## config.mk

```make
export PLATFORM = sky130hd
export DESIGN_NAME = dpd_align_delay
export DESIGN_NICKNAME = d
export VERILOG_FILES = /design/src/rtl/dpd_pkg.sv /design/src/rtl/delay_ram.sv /design/src/rtl/dpd_align_delay.sv
export SDC_FILE = /design/constraint.sdc
export NUM_CORES = 2
export LEC_CHECK = 0
export CORE_ASPECT_RATIO = 1.4
export CORE_MARGIN = 5
export CORE_UTILIZATION = 65
export CTS_CLUSTER_SIZE = 8
export DETAILED_ROUTE_END_ITERATION = 8
export PLACE_DENSITY = 0.81
export SLEW_MARGIN = 20
export SYNTH_ARGS = -nofsm -noshare
export SYNTH_HDL_FRONTEND = slang
export SYNTH_SLANG_ARGS = --single-unit
```

## constraint.sdc

```tcl
create_clock -name clk -period 6.7 [get_ports clk]
set_clock_uncertainty 0.2 [all_clocks]
set_input_delay 1.34 -clock clk [delete_from_list [all_inputs] [get_ports clk]]
set_output_delay 1.34 -clock clk [all_outputs]
set_load 0.01 [all_outputs]
```

## src/rtl/dpd_pkg.sv

```systemverilog
// dpd_pkg
//   Shared definitions for the DPD alignment delay line:
//   - state_t : fill/run state encoding (ST_FILL, ST_RUN)
//   - clamp_delay : maps a requested delay onto the legal range 1..dmax
package dpd_pkg;

  // FILL: line is refilling after reset or a delay load, outputs gated.
  // RUN : every accepted sample produces a delayed output.
  typedef enum logic {
    ST_FILL = 1'b0,
    ST_RUN  = 1'b1
  } state_t;

  // A zero delay makes no sense for a read-before-write buffer, so it is
  // treated as one sample; anything beyond the buffer depth saturates.
  function automatic int clamp_delay(input int req, input int dmax);
    if (req <= 0) begin
      return 1;
    end else if (req > dmax) begin
      return dmax;
    end else begin
      return req;
    end
  endfunction

endpackage

```

## src/rtl/delay_ram.sv

```systemverilog
// delay_ram
//   Simple dual-port RAM: one write port, one registered read port.
//   On an address collision the read returns the old contents
//   (read-before-write). Small depths map to distributed RAM, larger ones
//   to block RAM; the read register's synchronous reset maps onto the
//   block RAM output-register reset.
// Ports:
//   clk   - clock
//   rst   - synchronous active-high reset of the read register only
//   we    - write enable
//   waddr - write address
//   wdata - write data
//   re    - read enable (read register loads only when high)
//   raddr - read address
//   rdata - registered read data, holds when re is low
module delay_ram #(
  parameter int DEPTH = 64,
  parameter int WIDTH = 32
) (
  input  logic                     clk,
  input  logic                     rst,
  input  logic                     we,
  input  logic [$clog2(DEPTH)-1:0] waddr,
  input  logic [WIDTH-1:0]         wdata,
  input  logic                     re,
  input  logic [$clog2(DEPTH)-1:0] raddr,
  output logic [WIDTH-1:0]         rdata
);

  logic [WIDTH-1:0] mem [DEPTH];
  logic [WIDTH-1:0] rdata_reg;

  // Contents are never reset; the surrounding logic never exposes
  // unwritten words.
  always_ff @(posedge clk) begin
    if (we) begin
      mem[waddr] <= wdata;
    end
  end

  // Non-blocking read of mem in the same edge as the write gives the old
  // word on a collision.
  always_ff @(posedge clk) begin
    if (rst) begin
      rdata_reg <= '0;
    end else if (re) begin
      rdata_reg <= mem[raddr];
    end
  end

  assign rdata = rdata_reg;

endmodule

```

## src/rtl/dpd_align_delay.sv

```systemverilog
// dpd_align_delay
//   Programmable multi-channel sample delay used to line up the DPD
//   feedback path with the reference path. Delay is counted in accepted
//   samples (in_valid), not clock cycles, and is reloadable at runtime.
//   After a reload the line refills: outputs stay gated until D samples of
//   the new fill have been written.
// Ports:
//   clk       - clock, rising edge
//   rst       - synchronous active-high reset
//   delay_in  - requested delay in samples (clamped to 1..DMAX)
//   delay_ld  - one-cycle strobe loading delay_in, restarts the fill
//   in_valid  - data_in carries a sample
//   data_in   - CH samples of W bits, channel c at [c*W +: W]
//   out_valid - data_out carries a delayed sample (one clk after in_valid)
//   data_out  - delayed samples, same packing; holds while out_valid is low
//   busy      - high while the line refills
module dpd_align_delay
  import dpd_pkg::*;
#(
  parameter int W    = 16,
  parameter int CH   = 2,
  parameter int DMAX = 64,
  parameter int DDEF = 4
) (
  input  logic                    clk,
  input  logic                    rst,
  input  logic [$clog2(DMAX):0]   delay_in,
  input  logic                    delay_ld,
  input  logic                    in_valid,
  input  logic [CH*W-1:0]         data_in,
  output logic                    out_valid,
  output logic [CH*W-1:0]         data_out,
  output logic                    busy
);

  localparam int AW = $clog2(DMAX);
  localparam int DW = AW + 1;

  state_t          state_reg, state_next;
  logic [AW-1:0]   wp_reg;
  logic [DW-1:0]   fill_cnt_reg, fill_cnt_next;
  logic [DW-1:0]   d_reg, d_next;
  logic [DW-1:0]   d_clamped;
  logic            out_valid_reg;
  logic            busy_reg;
  logic            out_fire;
  logic [AW-1:0]   rd_addr;

  assign d_clamped = DW'(clamp_delay(int'({{(32-DW){1'b0}}, delay_in}), DMAX));

  // D = DMAX truncates to 0 here, so the read hits the word being
  // overwritten, which the RAM returns with its old contents.
  assign rd_addr = wp_reg - d_reg[AW-1:0];

  always_comb begin
    state_next    = state_reg;
    fill_cnt_next = fill_cnt_reg;
    d_next        = d_reg;
    out_fire      = 1'b0;
    if (delay_ld) begin
      // A coincident sample is sample 0 of the new fill; D >= 1 so it
      // never produces an output.
      d_next        = d_clamped;
      state_next    = ST_FILL;
      fill_cnt_next = in_valid ? DW'(1) : '0;
    end else if (in_valid) begin
      case (state_reg)
        ST_FILL: begin
          if (fill_cnt_reg == d_reg) begin
            out_fire   = 1'b1;
            state_next = ST_RUN;
          end else begin
            fill_cnt_next = fill_cnt_reg + DW'(1);
          end
        end
        ST_RUN: begin
          out_fire = 1'b1;
        end
        default: begin
          state_next = ST_FILL;
        end
      endcase
    end
  end

  always_ff @(posedge clk) begin
    if (rst) begin
      state_reg     <= ST_FILL;
      wp_reg        <= '0;
      fill_cnt_reg  <= '0;
      d_reg         <= DW'(DDEF);
      out_valid_reg <= 1'b0;
      busy_reg      <= 1'b1;
    end else begin
      state_reg     <= state_next;
      fill_cnt_reg  <= fill_cnt_next;
      d_reg         <= d_next;
      out_valid_reg <= out_fire;
      busy_reg      <= (state_next == ST_FILL);
      if (in_valid) begin
        wp_reg <= wp_reg + AW'(1);
      end
    end
  end

  // The read register only loads on an emitted sample, so data_out holds
  // between outputs and reads 0 after reset.
  delay_ram #(
    .DEPTH (DMAX),
    .WIDTH (CH*W)
  ) u_ram (
    .clk   (clk),
    .rst   (rst),
    .we    (in_valid && !rst),
    .waddr (wp_reg),
    .wdata (data_in),
    .re    (out_fire),
    .raddr (rd_addr),
    .rdata (data_out)
  );

  assign out_valid = out_valid_reg;
  assign busy      = busy_reg;

endmodule
```

==> results_dict.tcl <==
set metrics [dict create \
    status "completed" \
    crit_slowest_cell "fa_4" \
    cts_made_buffers 312 \
    die-area_sq_um 130800 \
    die_x_um 307.1 \
    maxSlewViolCount 0 \
    gp_congestion 0.8431 \
    path_class "flip-flop to flip-flop" \
    max-vdd-ir-drop_mv 0.3783 \
    worst_slew_pin_slew_ns 1.192 \
    grt_first_pass_wirelength_um 320300 \
    cp_cell_sequence "inv_1 -> ha_4 -> fa_4 -> buf_4 -> buf_4 -> mux4_2 -> mux2i_1 -> a32oi_1 -> and3_1 -> a221o_1" \
    ctsRootBufferMaster "clkbuf_16" \
    instances_no_fill 5654 \
    fin_tns_setup_ns 0 \
    syn_area_per_cell_sq_um 22.04 \
    viasPerCell 7.589 \
    yosys_most_used_dff "edfxtp_1" \
    cts-htree-levels 5 \
    overflow 0 \
    io_pins 77 \
    synth.distinct_cells 52 \
    power.net_switching_mw 7.288 \
    crit_path_frequent_cell "buf_4" \
    rsz0062_at_grt "false" \
    grt_max_degree 157 \
    holdPathStages 2 \
    hold_start "d_reg[6]" \
    antenna_found_initial 13 \
    regToRegStartpoint "wp_reg[0]" \
    largest_register_ff_count 2048 \
    grt_pass1_vias 43760 \
    comb_power_share_pct 9.6 \
    fin_nets 4004 \
    synthArstFlopShare_pct 0 \
    cp-end-kind "flip-flop" \
    p_leak_nw 29.76 \
    drive_above_1_share_pct 26.62 \
    post-route-period-util_pct 73.27 \
    synth-seq-cells 2103 \
    yosys_warnings 0 \
    ys_seq_area_share_pct 77.92 \
    cts_sinks 2103 \
    min_to "d_reg[6]" \
    initial_core_util_pct 65.50 \
    synth_area_sq_um 80340 \
    grt.total_usage_pct 34.72 \
    worst_setup_path_start_kind "flip-flop" \
    clk_path_buf_depth 4 \
    post-cts-setup-buffer-count 0 \
    row_count 152 \
    seq_power_share_pct 46.2 \
    period_needed_ns 4.909 \
    place_area_sq_um 83680 \
    cts_tree "done" \
    ff2ff_path_depth 10 \
    holdBufCountCts 0 \
    final_cell_mix "edfxtp_1 (2048), mux4_2 (512), clkbuf_16 (321), nand2_1 (268), mux2i_1 (131)" \
    timing.fmax_mhz 203.7 \
    max_stage_delay_ns 1.14 \
    fin_area_sq_um 92280 \
    vias 42910 \
    clock_latency_ns 0.91 \
    swShare_pct 23.19 \
    r2r-end "u_ram.rdata[3]" \
    layout.cells.most_common "edfxtp_1" \
    io_buffers 76 \
    core-area_sq_um 122700 \
    holdWs_ns 0.3168 \
    fillerInstances 5816 \
    place_inst 5246 \
    drt_iter0_markers 7026 \
    clk_pin_slew_ns 0.05 \
    powerDensity_nw_per_um2 340.5 \
    drc 0 \
    required_ns 7.28 \
    reg2reg_slack_ns 1.79 \
    routed_wl_um 226200 \
    synth_edf_count 2048 \
    maxCapViolations 0 \
    synthToLayoutAreaGrowth_pct 14.86 \
    wire_per_inst_um 40.01 \
    min_path_type "flip-flop to flip-flop" \
    slew_headroom_pct 20.35 \
    fp.dieH_um 426.0 \
    netlist_instances 3645 \
    intPower_mw 24.13 \
    worstPathArrival_ns 5.49 \
    hold_viol_final 0 \
    setup_viol 0 \
    worstPathMaxFanout 36 \
    ant_nets 0 \
    finalPower_mw 31.42 \
    clkPwrFrac_pct 44.2 \
    dr.pass1.iters 7 \
    dp_hpwl_um 106600 \
    post_cts_resized 0 \
    syn-num-nets 3696 \
]
==> cell type report <==
| type | instances | area (sq um) | area share, % |
|---|---|---|---|
| antenna | 6 | 15.01 | 0.01627 |
| multi-input combinational | 1323 | 17240 | 18.69 |
| clock buffer | 389 | 8288 | 8.981 |
| clock inverter | 3 | 55.05 | 0.05966 |
| timing repair buffer | 202 | 2012 | 2.180 |
| inverter | 11 | 41.29 | 0.04474 |
| sequential | 2103 | 62600 | 67.84 |
| tap | 1617 | 2023 | 2.192 |
==> per-layer routing <==
metal | up-vias | routed length (um) | global-route usage [%]
met3 | 850 | 28080 | 8.888
li1 | 15840 | - | -
met2 | 4238 | 110700 | 55.94
met4 | 8 | 17140 | 19.94
met5 | - | 61 | 0
met1 | 21970 | 70230 | 43.64
==> per-stage QoR <==
step                utilization [%]  worst slack, ns
finish                        75.23            1.791
global route                  75.21            1.787
detailed placement            68.21            1.512
CTS                           75.01            1.928
floorplan                         -            2.400
global placement              68.08            1.612
==> logic make-up (layout without fill, tap and decap cells) <==
kind of cell	Yosys count	in the layout	share of synthesized area [%]
AO/OA/AOI/OAI	220	220	2.216
multiplexers	643	643	15.98
AND/OR/NAND/NOR	433	433	2.250
XOR/XNOR	19	19	0.2071
flip-flops	2103	2103	77.92
buffers and inverters	219	605	1.293
adder cells (fa/ha/maj)	8	8	0.1339
other	0	6	0
==> synth_stat cells, types with 6 or more instances <==
cell type	n	area share, %
o21ai_0	6	0.037
xor2_1	13	0.14
nand2_1	268	1.3
a32oi_1	64	0.70
buf_4	14	0.13
dfxtp_1	55	1.4
buf_6	7	0.098
nor2_1	94	0.44
a22o_1	32	0.35
and3_1	32	0.25
edfxtp_1	2048	77
a221o_1	32	0.40
xnor2_1	6	0.065
a21oi_1	7	0.044
buf_2	86	0.54
a31oi_1	65	0.51
nand3_1	8	0.050
inv_1	11	0.051
ha_1	7	0.11
mux4_2	512	14
mux2i_1	131	1.6
clkbuf_1	97	0.45
==> worst max-delay path, delay by kind of cell, from the launching register on <==
family,cells,cell delay (ns)
adder cells (fa/ha/maj),2,1.33
AO/OA/AOI/OAI,2,0.51
buffers and inverters,3,1.12
flip-flops,1,0.51
AND/OR/NAND/NOR,1,0.34
multiplexers,2,0.73
==> worst max-delay path by stage <==
stage          cells after the start  slack, ns                 to       from
3_5_place_dp                       5       1.51  u_ram.mem[18][21]   in_valid
6_report                          10       1.79     u_ram.rdata[3]  wp_reg[0]
4_1_cts                           10       1.93     u_ram.rdata[3]  wp_reg[0]
2_1_floorplan                      5       2.40   u_ram.mem[63][0]   in_valid
5_1_grt                           10       1.79     u_ram.rdata[3]  wp_reg[0]
3_3_place_gp                       5       1.61  u_ram.mem[18][27]   in_valid
==> power groups by stage <==
stage / logic [mW] / clock network [mW] / registers (mW)
2_1_floorplan: 1.81 / 0 / 14.8
3_3_place_gp: 2.78 / 0 / 14.8
3_5_place_dp: 2.83 / 0 / 14.8
4_1_cts: 2.94 / 13.9 / 14.5
5_1_grt: 3.10 / 14.6 / 14.5
6_report: 3.01 / 13.9 / 14.5
Power figures use the tool's default switching activity.
